===== config.mk =====
export PLATFORM = sky130hd
export DESIGN_NAME = micron_psram_responder
export DESIGN_NICKNAME = d
export VERILOG_FILES = /design/src/rtl/micron_psram_responder.sv
export SDC_FILE = /design/constraint.sdc
export NUM_CORES = 2
export LEC_CHECK = 0
export CAP_MARGIN = 20
export CORE_MARGIN = 3
export CORE_UTILIZATION = 50
export CTS_CLUSTER_DIAMETER = 200
export CTS_CLUSTER_SIZE = 20
export DETAILED_ROUTE_END_ITERATION = 6
export PLACE_DENSITY_LB_ADDON = 0.05
export SYNTH_ARGS = -nofsm -noshare
export SYNTH_HDL_FRONTEND = slang
export SYNTH_SLANG_ARGS = --single-unit

===== constraint.sdc =====
create_clock -name clk50MHz -period 4.8 [get_ports clk50MHz]
set_input_delay 0.48 -clock clk50MHz [delete_from_list [all_inputs] [get_ports clk50MHz]]
set_output_delay 0.48 -clock clk50MHz [all_outputs]
set_load 0.1 [all_outputs]

===== src/rtl/micron_psram_responder.sv =====
// micron_psram_responder
// Device-side responder for the MT45W8 pseudo-SRAM pin interface. It latches a
// burst address, holds mwait for the access latency, then streams read data
// out of, or absorbs write data into, a small internal array.
// Optional feature: define MICRON_PSRAM_BCR_EN to make address phases with
// mcre=1 and mwe_L=0 load the latency code from maddr[13:11].
// Everything runs on clk50MHz; the gated device clock is never used as a clock.
module micron_psram_responder #(
   parameter int A_WIDTH    = 24,
   parameter int D_WIDTH    = 16,
   parameter int MEM_AW     = 8,
   parameter int RW_LATENCY = 4
) (
   input  logic               clk50MHz,
   input  logic               rst_L,
   input  logic [A_WIDTH-1:0] maddr,
   input  logic [D_WIDTH-1:0] mdata_in,
   output logic [D_WIDTH-1:0] mdata_out,
   output logic               mdata_oe,
   input  logic               moe_L,
   input  logic               mwe_L,
   input  logic               madv_L,
   input  logic               mce_L,
   input  logic               mcre,
   output logic               mwait
);

   typedef enum logic [1:0] {IDLE, LATENCY, READ, WRITE} state_t;

   localparam logic [2:0]        RESET_LAT = 3'(RW_LATENCY);
   localparam logic [MEM_AW-1:0] ADDR_ONE  = MEM_AW'(1);

   state_t              state;
   logic                op_write;
   logic [MEM_AW-1:0]   addr_q;
   logic [2:0]          lat_cnt;
   logic [2:0]          lat;
   logic                cfg_phase;
   logic                addr_phase;
   logic                mem_we;
   logic [D_WIDTH-1:0]  mem [0:(2**MEM_AW)-1];

   // Only the low index bits of maddr address the array; the rest (and mcre in
   // the default build) are intentionally ignored.
   logic unused_inputs;
   assign unused_inputs = ^{mcre, maddr};

   assign addr_phase = !mce_L && !madv_L;

`ifdef MICRON_PSRAM_BCR_EN
   assign cfg_phase = mcre;

   // Configuration register: holds the access latency code, clamped to >= 2.
   always_ff @(posedge clk50MHz or negedge rst_L) begin
      if (!rst_L)
         lat <= RESET_LAT;
      else if (addr_phase && mcre && !mwe_L)
         lat <= (maddr[13:11] < 3'd2) ? 3'd2 : maddr[13:11];
   end
`else
   assign cfg_phase = 1'b0;
   assign lat       = RESET_LAT;
`endif

   // Array writes happen only in WRITE with the chip still selected and no new
   // address phase aborting the burst on that edge.
   assign mem_we = (state == WRITE) && !mce_L && madv_L;

   // Read data is driven only while streaming and the controller enables output.
   assign mdata_oe = (state == READ) && !moe_L;

   // Access sequencer: address phase, latency countdown, then burst streaming.
   always_ff @(posedge clk50MHz or negedge rst_L) begin
      // NOTE: all state registers use non-blocking assignment so every branch
      // sees the pre-edge values of addr_q, lat_cnt and state.
      if (!rst_L) begin
         state     <= IDLE;
         op_write  <= 1'b0;
         addr_q    <= '0;
         lat_cnt   <= '0;
         mwait     <= 1'b0;
         mdata_out <= '0;
      end else if (mce_L) begin
         state <= IDLE;
         mwait <= 1'b0;
      end else if (!madv_L) begin
         if (cfg_phase) begin
            state <= IDLE;
            mwait <= 1'b0;
         end else begin
            addr_q   <= maddr[MEM_AW-1:0];
            op_write <= !mwe_L;
            lat_cnt  <= lat - 3'd1;
            state    <= LATENCY;
            mwait    <= 1'b1;
         end
      end else begin
         case (state)
            LATENCY: begin
               if (lat_cnt == 3'd0) begin
                  state <= op_write ? WRITE : READ;
                  mwait <= 1'b0;
               end else begin
                  lat_cnt <= lat_cnt - 3'd1;
               end
            end
            READ: begin
               mdata_out <= mem[addr_q];
               addr_q    <= addr_q + ADDR_ONE;
            end
            WRITE: begin
               addr_q <= addr_q + ADDR_ONE;
            end
            default: ;
         endcase
      end
   end

   // Storage array, written one word per cycle during a write burst.
   always_ff @(posedge clk50MHz) begin
      // NOTE: the array has no reset; its contents survive rst_L, and leaving
      // it out of the reset lets it map onto plain RAM.
      if (mem_we)
         mem[addr_q] <= mdata_in;
   end

endmodule


# --- After elaboration in Yosys (flattened, before gate mapping) ---
# Memories as Yosys holds them, arrays and structs flattened. A register that Yosys moved wholly into a read port is not among the register bits.
# Index checks and enable logic that the tools add are counted.
op_classes:
  bitwise: 2
  mux: 16
  eq_ne: 8
  addsub: 2
  reduce_logical: 14
op_table:
  columns: ["op", "n"]
  rows:
  - ["$mux 8", 2]
  - ["$mux 3", 3]
  - ["$add 8x1->8 const B", 1]
  - ["$mux 2", 4]
  - ["$mux 1", 7]
  - ["$ne 3x1->1 const B", 2]
  - ["$reduce_and 2->1", 3]
  - ["$reduce_and 3->1", 2]
  - ["$eq 2x2->1 const B", 2]
  - ["$logic_not 1->1", 4]
  - ["$ne 2x2->1 const B", 2]
  - ["$logic_and 1x1->1", 3]
  - ["$logic_not 3->1", 1]
  - ["$sub 3x1->3 const B", 1]
  - ["$eq 2x1->1 const B", 1]
  - ["$ne 2x1->1 const B", 1]
  - ["$not 1->1", 2]
  - ["$reduce_or 2->1", 1]
word_totals:
  mem_count: 1
  ramBits: 4096
  in_bits: 47
  register_bits: 15
memory_table:
  columns: ["name", "depth", "width", "read_ports", "rd_ports_with_merged_regs", "write_ports", "line", "source"]
  rows:
  - ["mem", 256, 16, 1, 1, 1, "41", "logic [D_WIDTH-1:0] mem [0:(2**MEM_AW)-1];"]

# --- Longest topological paths before layout ---
depth:
  ltp_word: 5
  depth_mapped: 13

# --- Least setup slack after synthesis ---
# Ideal clock, no wire load.
synth_path:
  kind: "flip-flop to flip-flop"
  from: "register addr_q[0]"
  to: "memory mem[48][0] (enable)"
  slack_ns: 1.430
  t_arrival_ns: 2.982
  path_stages_with_launch: 13
  path_buffers: 8
  period_less_slack_ns: 3.370
  path_cell_list: "dfrtp_1 -> buf_6 -> buf_8 -> buf_6 -> inv_2 -> buf_4 -> buf_2 -> clkbuf_1 -> ha_1 -> clkbuf_2 -> nand4_1 -> clkbuf_1 -> nor2_1"
synth_rtl:
  columns: ["element", "line", "source"]
  rows:
  - ["start: declaration", "35", "logic [MEM_AW-1:0] addr_q;"]
  - ["start signal: assignment", "91", "addr_q <= maddr[MEM_AW-1:0];"]
  - ["start signal: assignment", "109", "addr_q <= addr_q + ADDR_ONE;"]
  - ["start signal: assignment", "112", "addr_q <= addr_q + ADDR_ONE;"]
  - ["end: declaration", "41", null]
# Straight into the memory's write port.

==> flow_summary.ini <==
[detailed_routing]
avgViaCountPerCell = 6.45
dr.pass1.iters = 5
drtAntennaViolNets = 0
avgRoutedWirePerCell_um = 36.6
drtIter0Drc = 9809
drc = 0
vias = 77300
finalWirelength_um = 439000

[power_and_ir_drop]
p_int_mw = 51.6
p_clk_share_pct = 29.5
p_comb_share_pct = 12.1
finalPower_mw = 68.1
power.leakage_nw = 53.8
max-vdd-ir-drop_mv = 0.369
p_sw_mw = 16.5
p_seq_share_pct = 58.4
powerDensity_nw_per_um2 = 391
switching_share_pct = 24.3

[placed_design]
hpwl_um = 269000
port_buffers = 47
gp_congestion = 0.827
place_ws_ns = 0.419
post-place-cells = 11700
dpl_cell_area_um2 = 168000

[global_routing]
grt_pass1_vias = 76100
grt_max_degree = 137
grt_pass1_wl_um = 613000
antenna_found_initial = 17
overflow = 0
grt_usage_pct = 27.0

[finish]
area_growth_pct = 9.57
nNetsFinal = 7791
final_common_cell = edfxtp_1
layoutNonFillerInstCount = 12000
final_area_um2 = 174000
final_core_util_pct = 55.2
drive_gt1_share_pct = 24.6
final_cell_mix = edfxtp_1 (4096), mux4_2 (938), buf_4 (504)
num-fill-cells = 23800

[die]
dieHeight_um = 570
start_util_pct = 50.4
fp.dieW_um = 570
fp-row-count = 206
die_area_um2 = 325000
io_pins = 65
core_area_um2 = 316000

[timing]
setup_slack_ns = 0.462
worst_pin_slew_ns = 1.24
period_share_pct = 90.4
hold_viol = 0
fin_crit_ns = 4.34
fin_setup_tns_ns = 0
fin_worst_hold_slack_ns = 0.0233
slew_headroom_pct = 17.2
drv_slew = 0
rsz0062_at_grt = false
clock_skew_ns = 0.0491
fmax_mhz = 230
setup_viol = 0

[clock_network]
insertion_delay_ns = 0.93
htreeDepth = 4
cts_root_buffer = clkbuf_16
numCtsBuffers = 228
cts_tree = yes
cts_num_sinks = 4127
cts-resized-gates = 0
clkTransAtPathRegs_ns = 0.09
cts_max_path_buffers = 4

[run]
maxCapViolCount = 0

[synth]
ys_types = 71
syn-instance-count = 7291
avgSynthCellArea_um2 = 21.8
yosysSeqAreaShare_pct = 77.9
async_flop_share_pct = 0.751
synth_flop_cell = edfxtp_1
synth_edf_count = 4096
ys_ff_latch = 4127
syn-num-nets = 7344
synth_area_um2 = 159000
synth_warnings = 0

[worst_setup_path]
ff2ff_path_depth = 11
critPathMaxFanout = 40
reg2reg_to = mdata_out[2]
worst_path_max_delay_cell = dfrtp_4
max_stage_delay_ns = 0.87
critPathBufInv = 4
path_cells = buf_12 -> buf_12 -> buf_12 -> mux2i_1 -> o22ai_1 -> nor4_1 -> buf_4 -> o211ai_1 -> o21a_1 -> a21oi_1 -> a41oi_1
start_kind = register
cp-end-kind = register
cp.arrival_ns = 5.12
critical_path.top_delay_family = compound AO/OA/AOI/OAI gates
cp_data_required_time_ns = 5.58
r2r-start = addr_q[1]
crit_cells = 11
cp_common_cell = buf_12
ff2ff_setup_slack_ns = 0.46
worstSetupPathType = register to register

[status]
status = complete, no violations

[hold_path]
worstHoldPathType = input port to async pin
==> sequential cells by signal (all words and copies together), names as in the netlist <==
signal	cells
op_write	1
state	2
lat_cnt	3
mdata_out	16
mem	4096
addr_q	8
mwait	1
==> kinds of logic after synthesis <==
group	share of synthesized area, %
DFF	77.9
muxes	15.6
and+or+nand+nor	2.31
AOI/OAI and AO/OA	2.58
buffers and inverters	1.64
adders and majority gates	0.0472
xor gates and xnor gates	0.00551
==> synthesized netlist by cell type, drive strengths merged (9+ instances only) <==
library cell  count  area share [%]
a21oi            74            0.23
a32oi            80            0.44
o22ai           169            0.66
mux2i           335             2.1
a211oi           14           0.066
inv               9           0.021
o21ai            68            0.21
nand4            14           0.055
nand2           288            0.69
o22a             25            0.14
nor2b            19           0.075
nor4             30            0.12
nor2            325            0.77
and3             12           0.047
a22oi            55            0.26
mux2             21            0.15
dfrtp            31            0.49
o221ai           13           0.072
clkbuf          116            0.28
edfxtp         4096              77
buf             304             1.3
a31oi            13           0.051
mux4            939              13
nor3             20           0.063
o211ai           13           0.061
nand2b           14           0.055
a221oi           17           0.094
nand3            78            0.25
==> power groups by stage <==
stage / Combinational [mW] / Sequential [mW] / Clock [mW]
final: 8.25 / 39.8 / 20.1
after global routing: 8.64 / 39.8 / 21.7
after CTS: 8.35 / 39.8 / 20.5
after detailed placement: 8.34 / 40.6 / 0
after global placement: 8.28 / 40.6 / 0
after floorplan: 4.67 / 40.6 / 0
==> area by class of cell <==
| cell class | instances | area (µm²) | area share [%] |
|---|---|---|---|
| Sequential cell | 4127 | 124000 | 71.1 |
| Multi-Input combinational cell | 2734 | 32900 | 18.9 |
| Clock buffer | 307 | 6150 | 3.53 |
| Timing Repair Buffer | 637 | 6000 | 3.44 |
| Tap cell | 4160 | 5200 | 2.99 |
| Clock inverter | 4 | 71.3 | 0.0409 |
| Inverter | 10 | 48.8 | 0.0280 |
| Antenna cell | 9 | 22.5 | 0.0129 |
==> layer usage <==
| metal | routed length (µm) | global-route usage [%] | vias to the layer above | part of all wire [%] |
|---|---|---|---|---|
| li1 | - | - | 31300 | - |
| met1 | 181000 | 39.0 | 42500 | 41 |
| met2 | 213000 | 43.3 | 2953 | 49 |
| met3 | 30800 | 3.90 | 541 | 7.0 |
| met4 | 14500 | 7.92 | 4 | 3.3 |
| met5 | 26 | 0 | - | 0.0059 |
==> worst max path at each step <==
stage              start      endpoint  slack, ns
4_1_cts        addr_q[1]  mdata_out[2]       0.40
2_1_floorplan  addr_q[0]    mem[48][0]       1.43
6_report       addr_q[1]  mdata_out[2]       0.46
3_3_place_gp   addr_q[1]  mdata_out[6]       0.42
5_1_grt        addr_q[1]  mdata_out[2]       0.39
3_5_place_dp   addr_q[1]  mdata_out[2]       0.42
==> what timing repair did <==
action | CTS | global route
endpoints found under the hold margin | 135 | 0
hold buffers | 5 | 0
setup buffers | 0 | 0
No activity file was read; power rests on OpenSTA's default activity.
